### src/rtl/vga_timing_gen.sv
// vga_timing_gen: VGA raster timing generator with pixel-enable divider and a latency-matched pin stage.
// Optional colour-bar test pattern enabled by defining VGA_TEST_PATTERN_EN.
module vga_timing_gen #(
    parameter int H_ACTIVE = 640,
    parameter int H_FP     = 16,
    parameter int H_SYNC   = 96,
    parameter int H_BP     = 48,
    parameter int V_ACTIVE = 480,
    parameter int V_FP     = 10,
    parameter int V_SYNC   = 2,
    parameter int V_BP     = 33,
    parameter int CLK_DIV  = 4,
    parameter bit HS_POL   = 1'b0,
    parameter bit VS_POL   = 1'b0,
    parameter int XW       = 10,
    parameter int YW       = 10,
    parameter int RGB_LAT  = 1
) (
    input  logic          clk,
    input  logic          rst,
    output logic          o_pix_ce,
    output logic [XW-1:0] o_x,
    output logic [YW-1:0] o_y,
    output logic          o_de_early,
    output logic          o_line_start,
    output logic          o_frame_start,
    input  logic [11:0]   i_rgb_in,
    input  logic          i_test_mode,
    output logic          o_hs,
    output logic          o_vs,
    output logic [3:0]    o_r,
    output logic [3:0]    o_g,
    output logic [3:0]    o_b
);
    localparam int H_TOTAL  = H_ACTIVE + H_FP + H_SYNC + H_BP;
    localparam int V_TOTAL  = V_ACTIVE + V_FP + V_SYNC + V_BP;
    localparam int HS_START = H_ACTIVE + H_FP;
    localparam int HS_END   = HS_START + H_SYNC;
    localparam int VS_START = V_ACTIVE + V_FP;
    localparam int VS_END   = VS_START + V_SYNC;
    localparam int DW       = (CLK_DIV > 1) ? $clog2(CLK_DIV) : 1;
`ifdef VGA_TEST_PATTERN_EN
    localparam int PW = XW + 3;
`else
    localparam int PW = 3;
`endif

    generate
        if (CLK_DIV < 1 || RGB_LAT < 0 || RGB_LAT > 7) begin : g_bad_div_lat
            $error("vga_timing_gen: CLK_DIV must be >=1 and RGB_LAT 0..7");
        end
        if (H_TOTAL > (1 << XW) || V_TOTAL > (1 << YW)) begin : g_bad_width
            $error("vga_timing_gen: XW/YW too narrow for H_TOTAL/V_TOTAL");
        end
        if (H_ACTIVE == 0 || H_SYNC == 0 || V_ACTIVE == 0 || V_SYNC == 0) begin : g_bad_zero
            $error("vga_timing_gen: active and sync parameters must be non-zero");
        end
    endgenerate

    logic [DW-1:0] r_div;
    logic          r_pix_ce;
    logic [XW-1:0] r_x;
    logic [YW-1:0] r_y;
    logic          r_de, r_ls, r_fs;
    logic          r_hs, r_vs;
    logic [11:0]   r_rgb;

    logic          w_tick, w_xwrap, w_ywrap;
    logic [XW-1:0] w_xn;
    logic [YW-1:0] w_yn;
    logic          w_hs_raw, w_vs_raw;
    logic [PW-1:0] w_raw, w_dly;
    logic [11:0]   w_pix;

    assign w_tick   = r_div == DW'(CLK_DIV - 1);
    assign w_xwrap  = int'(r_x) == H_TOTAL - 1;
    assign w_ywrap  = int'(r_y) == V_TOTAL - 1;
    assign w_xn     = !r_pix_ce ? r_x : w_xwrap ? '0 : r_x + 1'b1;
    assign w_yn     = !(r_pix_ce && w_xwrap) ? r_y : w_ywrap ? '0 : r_y + 1'b1;
    assign w_hs_raw = int'(r_x) >= HS_START && int'(r_x) < HS_END;
    assign w_vs_raw = int'(r_y) >= VS_START && int'(r_y) < VS_END;

`ifdef VGA_TEST_PATTERN_EN
    logic [2:0]  w_bar;
    logic [11:0] w_pat;
    assign w_raw = {r_x, w_hs_raw, w_vs_raw, r_de};
    assign w_bar = 3'((int'(w_dly[PW-1:3]) * 8) / H_ACTIVE);
    assign w_pat = {{4{~w_bar[1]}}, {4{~w_bar[2]}}, {4{~w_bar[0]}}};
    assign w_pix = !w_dly[0] ? '0 : i_test_mode ? w_pat : i_rgb_in;
`else
    logic w_unused;
    assign w_unused = i_test_mode;
    assign w_raw    = {w_hs_raw, w_vs_raw, r_de};
    assign w_pix    = w_dly[0] ? i_rgb_in : '0;
`endif

    // Sync/DE (and x for the pattern) ride a pix_ce-clocked pipe to meet the renderer's rgb latency.
    generate
        if (RGB_LAT == 0) begin : g_nolat
            assign w_dly = w_raw;
        end else begin : g_lat
            logic [PW-1:0] r_pipe [RGB_LAT];
            always_ff @(posedge clk) begin
                if (!rst) begin
                    for (int i = 0; i < RGB_LAT; i++) r_pipe[i] <= '0;
                end else if (r_pix_ce) begin
                    r_pipe[0] <= w_raw;
                    for (int i = 1; i < RGB_LAT; i++) r_pipe[i] <= r_pipe[i-1];
                end
            end
            assign w_dly = r_pipe[RGB_LAT-1];
        end
    endgenerate

    // Strobes also load on the divider tick so the very first pix_ce already shows x=0,y=0 flags.
    always_ff @(posedge clk) begin
        if (!rst) begin
            r_div    <= '0;
            r_pix_ce <= 1'b0;
            r_x      <= '0;
            r_y      <= '0;
            r_de     <= 1'b0;
            r_ls     <= 1'b0;
            r_fs     <= 1'b0;
            r_hs     <= ~HS_POL;
            r_vs     <= ~VS_POL;
            r_rgb    <= '0;
        end else begin
            r_div    <= w_tick ? '0 : r_div + 1'b1;
            r_pix_ce <= w_tick;
            r_x      <= w_xn;
            r_y      <= w_yn;
            if (r_pix_ce || w_tick) begin
                r_de <= int'(w_xn) < H_ACTIVE && int'(w_yn) < V_ACTIVE;
                r_ls <= w_xn == '0;
                r_fs <= w_xn == '0 && w_yn == '0;
            end
            if (r_pix_ce) begin
                r_hs  <= w_dly[2] ? HS_POL : ~HS_POL;
                r_vs  <= w_dly[1] ? VS_POL : ~VS_POL;
                r_rgb <= w_pix;
            end
        end
    end

    assign o_pix_ce      = r_pix_ce;
    assign o_x           = r_x;
    assign o_y           = r_y;
    assign o_de_early    = r_de;
    assign o_line_start  = r_ls;
    assign o_frame_start = r_fs;
    assign o_hs          = r_hs;
    assign o_vs          = r_vs;
    assign {o_r, o_g, o_b} = r_rgb;
endmodule

### config.mk
export PLATFORM = sky130hd
export DESIGN_NAME = vga_timing_gen
export DESIGN_NICKNAME = d
export VERILOG_FILES = /design/src/rtl/vga_timing_gen.sv
export SDC_FILE = /design/constraint.sdc
export NUM_CORES = 1
export LEC_CHECK = 0
export ABC_AREA = 1
export BUFFER_PORTS_ARGS = -buffer_cell sky130_fd_sc_hd__buf_4
export CAP_MARGIN = 30
export CELL_PAD_IN_SITES_DETAIL_PLACEMENT = 1
export CELL_PAD_IN_SITES_GLOBAL_PLACEMENT = 1
export CORE_UTILIZATION = 41
export DETAILED_ROUTE_END_ITERATION = 12
export PLACE_DENSITY_LB_ADDON = 0.1
export REMOVE_ABC_BUFFERS = 1
export SLEW_MARGIN = 5
export SYNTH_ARGS = -nofsm -noshare
export SYNTH_HDL_FRONTEND = slang
export SYNTH_SLANG_ARGS = --single-unit
### constraint.sdc
create_clock -name clk -period 2.65 [get_ports clk]
set_input_delay 0.1325 -clock clk [delete_from_list [all_inputs] [get_ports clk]]
set_output_delay 0.1325 -clock clk [all_outputs]
set_load 0.02 [all_outputs]
# Word-level counts from Yosys, hierarchy flattened

Memory sizes are Yosys's and may differ from the RTL's.
Cells that the tools add are included.

Logic and storage cells: 47
Input port bits: 15
Flip-flop bits (word level): 40
Memories: 1
Output and inout bits: 38
Bits in writable memories: 3

Reduce and logical (&&, ||, !) cells: 10
Mux-type cells: 13
Add/subtract/negate cells: 3
Bitwise logic cells: 1
Equality and inequality tests: 3
$lt $le $gt $ge: 6

Memory list:

| name         | depth | bits a word | read ports | clocked after Yosys merged registers in | wr ports | RTL line | source |
|---|---|---|---|---|---|---|---|
| g_lat.r_pipe | 1     | 3           | 1          | 0                                       | 1        | 102      | `logic [PW-1:0] r_pipe [RGB_LAT];` |

Operators by type and width:

| kind                                                                                 | count |
|---|---|
| 10-bit 2-to-1 mux                                                                    | 4 |
| 10-bit by 1-bit adder with 10-bit output, second input constant                      | 2 |
| 10-bit logical NOT                                                                   | 2 |
| 10-bit less-than comparator, second input constant                                   | 2 |
| 10-bit by 9-bit less-than comparator with 1-bit output, second input constant        | 2 |
| 12-bit 2-to-1 mux                                                                    | 1 |
| 10-bit equality test, second input constant                                          | 1 |
| 10-bit by 9-bit equality test with 1-bit output, second input constant               | 1 |
| 10-bit greater-or-equal comparator, second input constant                            | 1 |
| 10-bit by 9-bit greater-or-equal comparator with 1-bit output, second input constant | 1 |
| 1-bit 2-to-1 mux                                                                     | 7 |
| 1-bit logical AND                                                                    | 5 |
| 3-bit 2-to-1 mux                                                                     | 1 |
| 3-bit OR reduction                                                                   | 1 |
| 2-bit by 1-bit adder with 2-bit output, second input constant                        | 1 |
| 2-bit equality test, second input constant                                           | 1 |
| 2-bit OR reduction                                                                   | 1 |
| 1-bit logical OR                                                                     | 1 |
| 1-bit inverter                                                                       | 1 |

# Longest topological paths before layout

Word-level depth: 5
Mapped depth: 13
Gate-level depth less buffers: 13

# Least setup slack after synthesis

Ideal clock, no wire load.

Path kind: register to register
Start point: register r_x[1] (netlist: o_x[1])
End point: register r_fs (netlist: o_frame_start)
Clock period less this slack: 1830 ps
Stages on the path, launching flop included: 13
Required time: 2583 ps
Library setup time: 67 ps
Data arrival time: 1763 ps
Path buffers: 1
Slack: 820 ps
Cell sequence: dfxtp_1 > ha_1 > nand2_2 > nor2_8 > inv_4 > nor2_8 > buf_12 > nand3_2 > nand2_2 > nand3_2 > nor2_2 > nand3_2 > a21oi_2

Longest elaborated chain between the ends: 5
Elaborated cells on any way between the ends: 9
Those cells by class: 1 x add/sub; 1 x eq/ne; 3 x mux; 4 x reduce/logical

RTL lines:

| element                                                                                                     | RTL line | source |
|---|---|---|
| from (decl)                                                                                                 | 62       | `logic [XW-1:0] r_x;` |
| from (signal assigned)                                                                                      | 131      | `r_x <= w_xn;` |
| 10-bit by 1-bit adder with 10-bit output or 10-bit by 9-bit equality test with 1-bit output (tied branches) | 78, 76   |  |
| 10-bit 2-to-1 mux or 1-bit logical AND (tied branches)                                                      | 78, 79   |  |
| 10-bit 2-to-1 mux (on tied branches)                                                                        | 78, 79   |  |
| 10-bit logical NOT                                                                                          | 136      | `r_fs <= w_xn == '0 && w_yn == '0;` |
| 1-bit logical AND *                                                                                         | 136      |  |
| to (signal assigned)                                                                                        | 124      | `r_fs <= 1'b0;` |
| to (signal assigned)                                                                                        | 136      |  |
| to (decl)                                                                                                   | 64       | `logic r_de, r_ls, r_fs;` |

Every way passes the cells marked *; elsewhere a longest branch is shown, timed or not.
A chain may end at the register's enable or synchronous reset.

# Final worst setup path

Start point: register r_pix_ce (netlist: o_pix_ce)
End point: register r_fs (netlist: o_frame_start)

Longest elaborated chain between the ends: 4
Elaborated cells on any way between the ends: 7
Those cells by class: 2 x mux; 5 x reduce/logical

RTL lines:

| element                | RTL line | source |
|---|---|---|
| from (decl)            | 61       | `logic r_pix_ce;` |
| from (signal assigned) | 130      | `r_pix_ce <= w_tick;` |
| 1-bit logical AND      | 79       | `assign w_yn = !(r_pix_ce && w_xwrap) ? r_y : w_ywrap ? '0 : r_y + 1'b1;` |
| 10-bit 2-to-1 mux      | 79       |  |
| 10-bit logical NOT     | 136      |  |
| 1-bit logical AND      | 136      |  |

Parallel ways exist; a longest one is shown, timed or not.

==> summary.txt <==
STA
  • Max Slew Vio Count: 0
  • Post-route setup TNS: 0 ns
  • Final cycle utilization of the critical path: 77.78%
  • Fin crit period: 2.061 ns
  • RSZ-0062 raised after global routing: false
  • Final clock skew: 0.006792 ns
  • Final hold vios: 0
  • Setup Viol. Count Final: 0
  • Post-route setup slack: 0.5888 ns
  • Fmax: 485.1 MHz
  • Max_slew headroom: 43.97%
  • Worst Tran Pin Value: 0.8373 ns

Detailed routing
  • Vias: 2097
  • Initial DRC count: 67
  • Drt drc: 0
  • Total Wirelength: 5.790 mm
  • DR vias/cell: 5.005
  • Routed len/inst: 13.82 um
  • DRT antenna net count: 0
  • TritonRoute pass-1 iters: 4

Hold path
  • Worst hold stages: 3
  • Type of the most critical hold path: in2reg
  • Hold_sp: rst
  • Worst hold endpoint: o_pix_ce$_SDFF_PN0_

Clock network
  • Clock Path Buffers: 2
  • Root Driver: clkbuf_8
  • CTS Hold Buffers Added: 0
  • CTS tree: yes
  • Clk pin slew, worst setup/hold paths: 0.08 ns
  • Cts repair resizes: 0
  • Clock sinks: 43
  • Clk Latency, worst-skew pair: 0.29 ns
  • CTS Buf Count: 5
  • # H-tree levels: 2
  • Setup Buffers After CTS: 0

Cells and area
  • Ant diodes: 0
  • Most frequent cells in the layout: nand2_1 (64), buf_4 (53), nor2_1 (51), dfxtp_1 (40), inv_1 (38)
  • Commonest non-fill, non-tap cell in the layout: nand2_1
  • Layout Area Growth over Synthesis: 26.00%
  • Post-layout net count: 369
  • Fillers: 694
  • Share of post-route cells with drive strength above 1: 22.92%
  • Reg area: 890.9 um^2
  • Area of the multi-input gates: 1096 um^2

Run
  • Max-cap viol count: 0

Synthesis
  • Avg Cell Area, Syn: 7.414 um^2
  • Seq cells post-synth: 43
  • Synthesis Warnings: 0
  • Seq/Total Area, Yosys: 40.59%
  • Synthesized area: 2195 um^2
  • Post-Synthesis Cells: 296
  • Cell variety after synth: 31

Worst setup path
  • Crit. End Element: register
  • Startpoint types: register
  • Crit path DAT: 2.29 ns
  • R2R Path Start: o_pix_ce$_SDFF_PN0_
  • RR Endpoint: o_frame_start$_SDFFE_PN0P_
  • Setup slack, reg-to-reg: 0.59 ns
  • Reg2Reg Depth: 10
  • Crit-path max FO: 17
  • Crit Path Class: reg2reg
  • CP required: 2.87 ns

Die
  • Die height: 75.16 um
  • Num ports: 53
  • Die width: 75.16 um
  • Core Area: 5140 um^2
  • Die Area: 5649 um^2
  • Row count: 26
  • Initial core utilization: 42.70%

Power and ir drop
  • Leak Pwr: 0.001364 uW
  • Power Density: 494.1 nW/um^2
  • Pwr Total: 1366 uW
  • Worst VDD drop: 0.3213 mV

GRT
  • Gr ovfl total: 0
  • First-pass GRT wire length: 9.301 mm
  • GRT Overall Usage: 21.95%
  • Vias in the first global route: 2025
  • Initial antenna violation count: 0
  • Pin count of the biggest net entering global routing: 25

Placed design
  • Port bufs: 51
  • RD Place Congestion: 0.8190
  • Dpl ws: 0.5741 ns
  • HPWL Detailed: 4.326 mm

Outcome
  • Outcome: finished clean
[sequential cells by signal (all words and copies together) (netlist names)]
register       cells
g_lat.r_pipe       3
o_pix_ce           1
o_frame_start      1
o_hs               1
o_y               10
o_de_early         1
o_line_start       1
r_div              2
o_x               10
r_rgb             12
o_vs               1
[critical path, cell delays in order (launching register included)]
cell and delay (ns):
dfxtp_1 0.57, nand2_2 0.18, nor2_8 0.17, inv_4 0.06
nor2_8 0.24, nand2_1 0.10, xor2_1 0.22, nand2_1 0.10
nor2_1 0.14, nand3_2 0.09, a21oi_2 0.12
[worst max-delay path by stage]
stage | slack, ns | start | endpoint | cells after the start
2_1_floorplan | 0.75 | o_x[1]$_SDFF_PN0_ | o_frame_start$_SDFFE_PN0P_ | 11
3_3_place_gp | 0.63 | o_pix_ce$_SDFF_PN0_ | o_frame_start$_SDFFE_PN0P_ | 10
3_5_place_dp | 0.57 | o_pix_ce$_SDFF_PN0_ | o_frame_start$_SDFFE_PN0P_ | 10
4_1_cts | 0.55 | o_pix_ce$_SDFF_PN0_ | o_frame_start$_SDFFE_PN0P_ | 10
5_1_grt | 0.36 | o_pix_ce$_SDFF_PN0_ | o_frame_start$_SDFFE_PN0P_ | 10
6_report | 0.59 | o_pix_ce$_SDFF_PN0_ | o_frame_start$_SDFFE_PN0P_ | 10
[power by group]
part           total (uW)  switching [uW]  internal (uW)  leakage (uW)
logic                81.0            44.9           36.1      0.000945
clock network         608             232            376     0.0000644
registers             677            10.9            667      0.000354
total                1370             288           1080       0.00136
[per-layer routing]
layer  wire length (um)  part of all wire [%]  GRT usage (%)
met4                 30                  0.52          3.704
met3                263                   4.5          4.418
met5                  0                     0              0
met2               2772                    48          39.34
met1               2723                    47          27.67
[area by class of cell]
cell class              instances  area share [%]
repair buffers                 53           14.39
inverters                      41           5.656
clock buffers                   5           2.489
multi-input cells             204           39.64
flip-flops and latches         43           32.22
well taps                      70           3.167
clock inverters                 3           2.443
[per-stage QoR]
step	cells	hold slack (ns)	instance area [um^2]	utilization (%)
3_5_place_dp	411	0.3813	2629	51.14
3_3_place_gp	411	0.3590	2629	51.14
4_1_cts	419	0.08107	2765	53.80
2_1_floorplan	288	0.2301	2143	-
5_1_grt	419	0.06638	2765	53.80
6_report	419	0.08307	2765	53.80
[synth_stat cells]
master	n	area, um^2
nand2_1	64	240.2
nor2_1	51	191.4
dfxtp_1	40	800.8
inv_1	38	142.6
nand3_1	22	110.1
a32o_1	12	120.1
a21oi_1	7	35.03
nand4_1	7	43.79
ha_1	6	75.07
nand3_2	6	60.06
nor3_1	6	30.03
clkbuf_1	5	18.77
o21ai_0	4	20.02
xor2_1	4	35.03
edfxtp_1	3	90.09
nand2_2	3	18.77
nor2_2	3	18.77
nor2_8	2	40.04
a211oi_1	1	7.510
a21oi_2	1	8.760
buf_12	1	20.02
buf_2	1	5.000
buf_4	1	7.510
clkinv_1	1	3.750
inv_2	1	3.750
inv_4	1	6.260
nand3b_1	1	7.510
nor2_4	1	11.26
nor3b_1	1	7.510
nor4_1	1	6.260
o21ai_2	1	8.760
[kinds of logic after synthesis]
kind of cell / after synthesis / synth area share [%]
buf+inv: 49 / 9.464
flops: 43 / 40.59
fa+ha+maj: 6 / 3.421
compound gates: 26 / 9.122
xor+xnor: 4 / 1.596
simple gates: 168 / 35.80
Note: power is estimated with default switching activity, not from simulation.
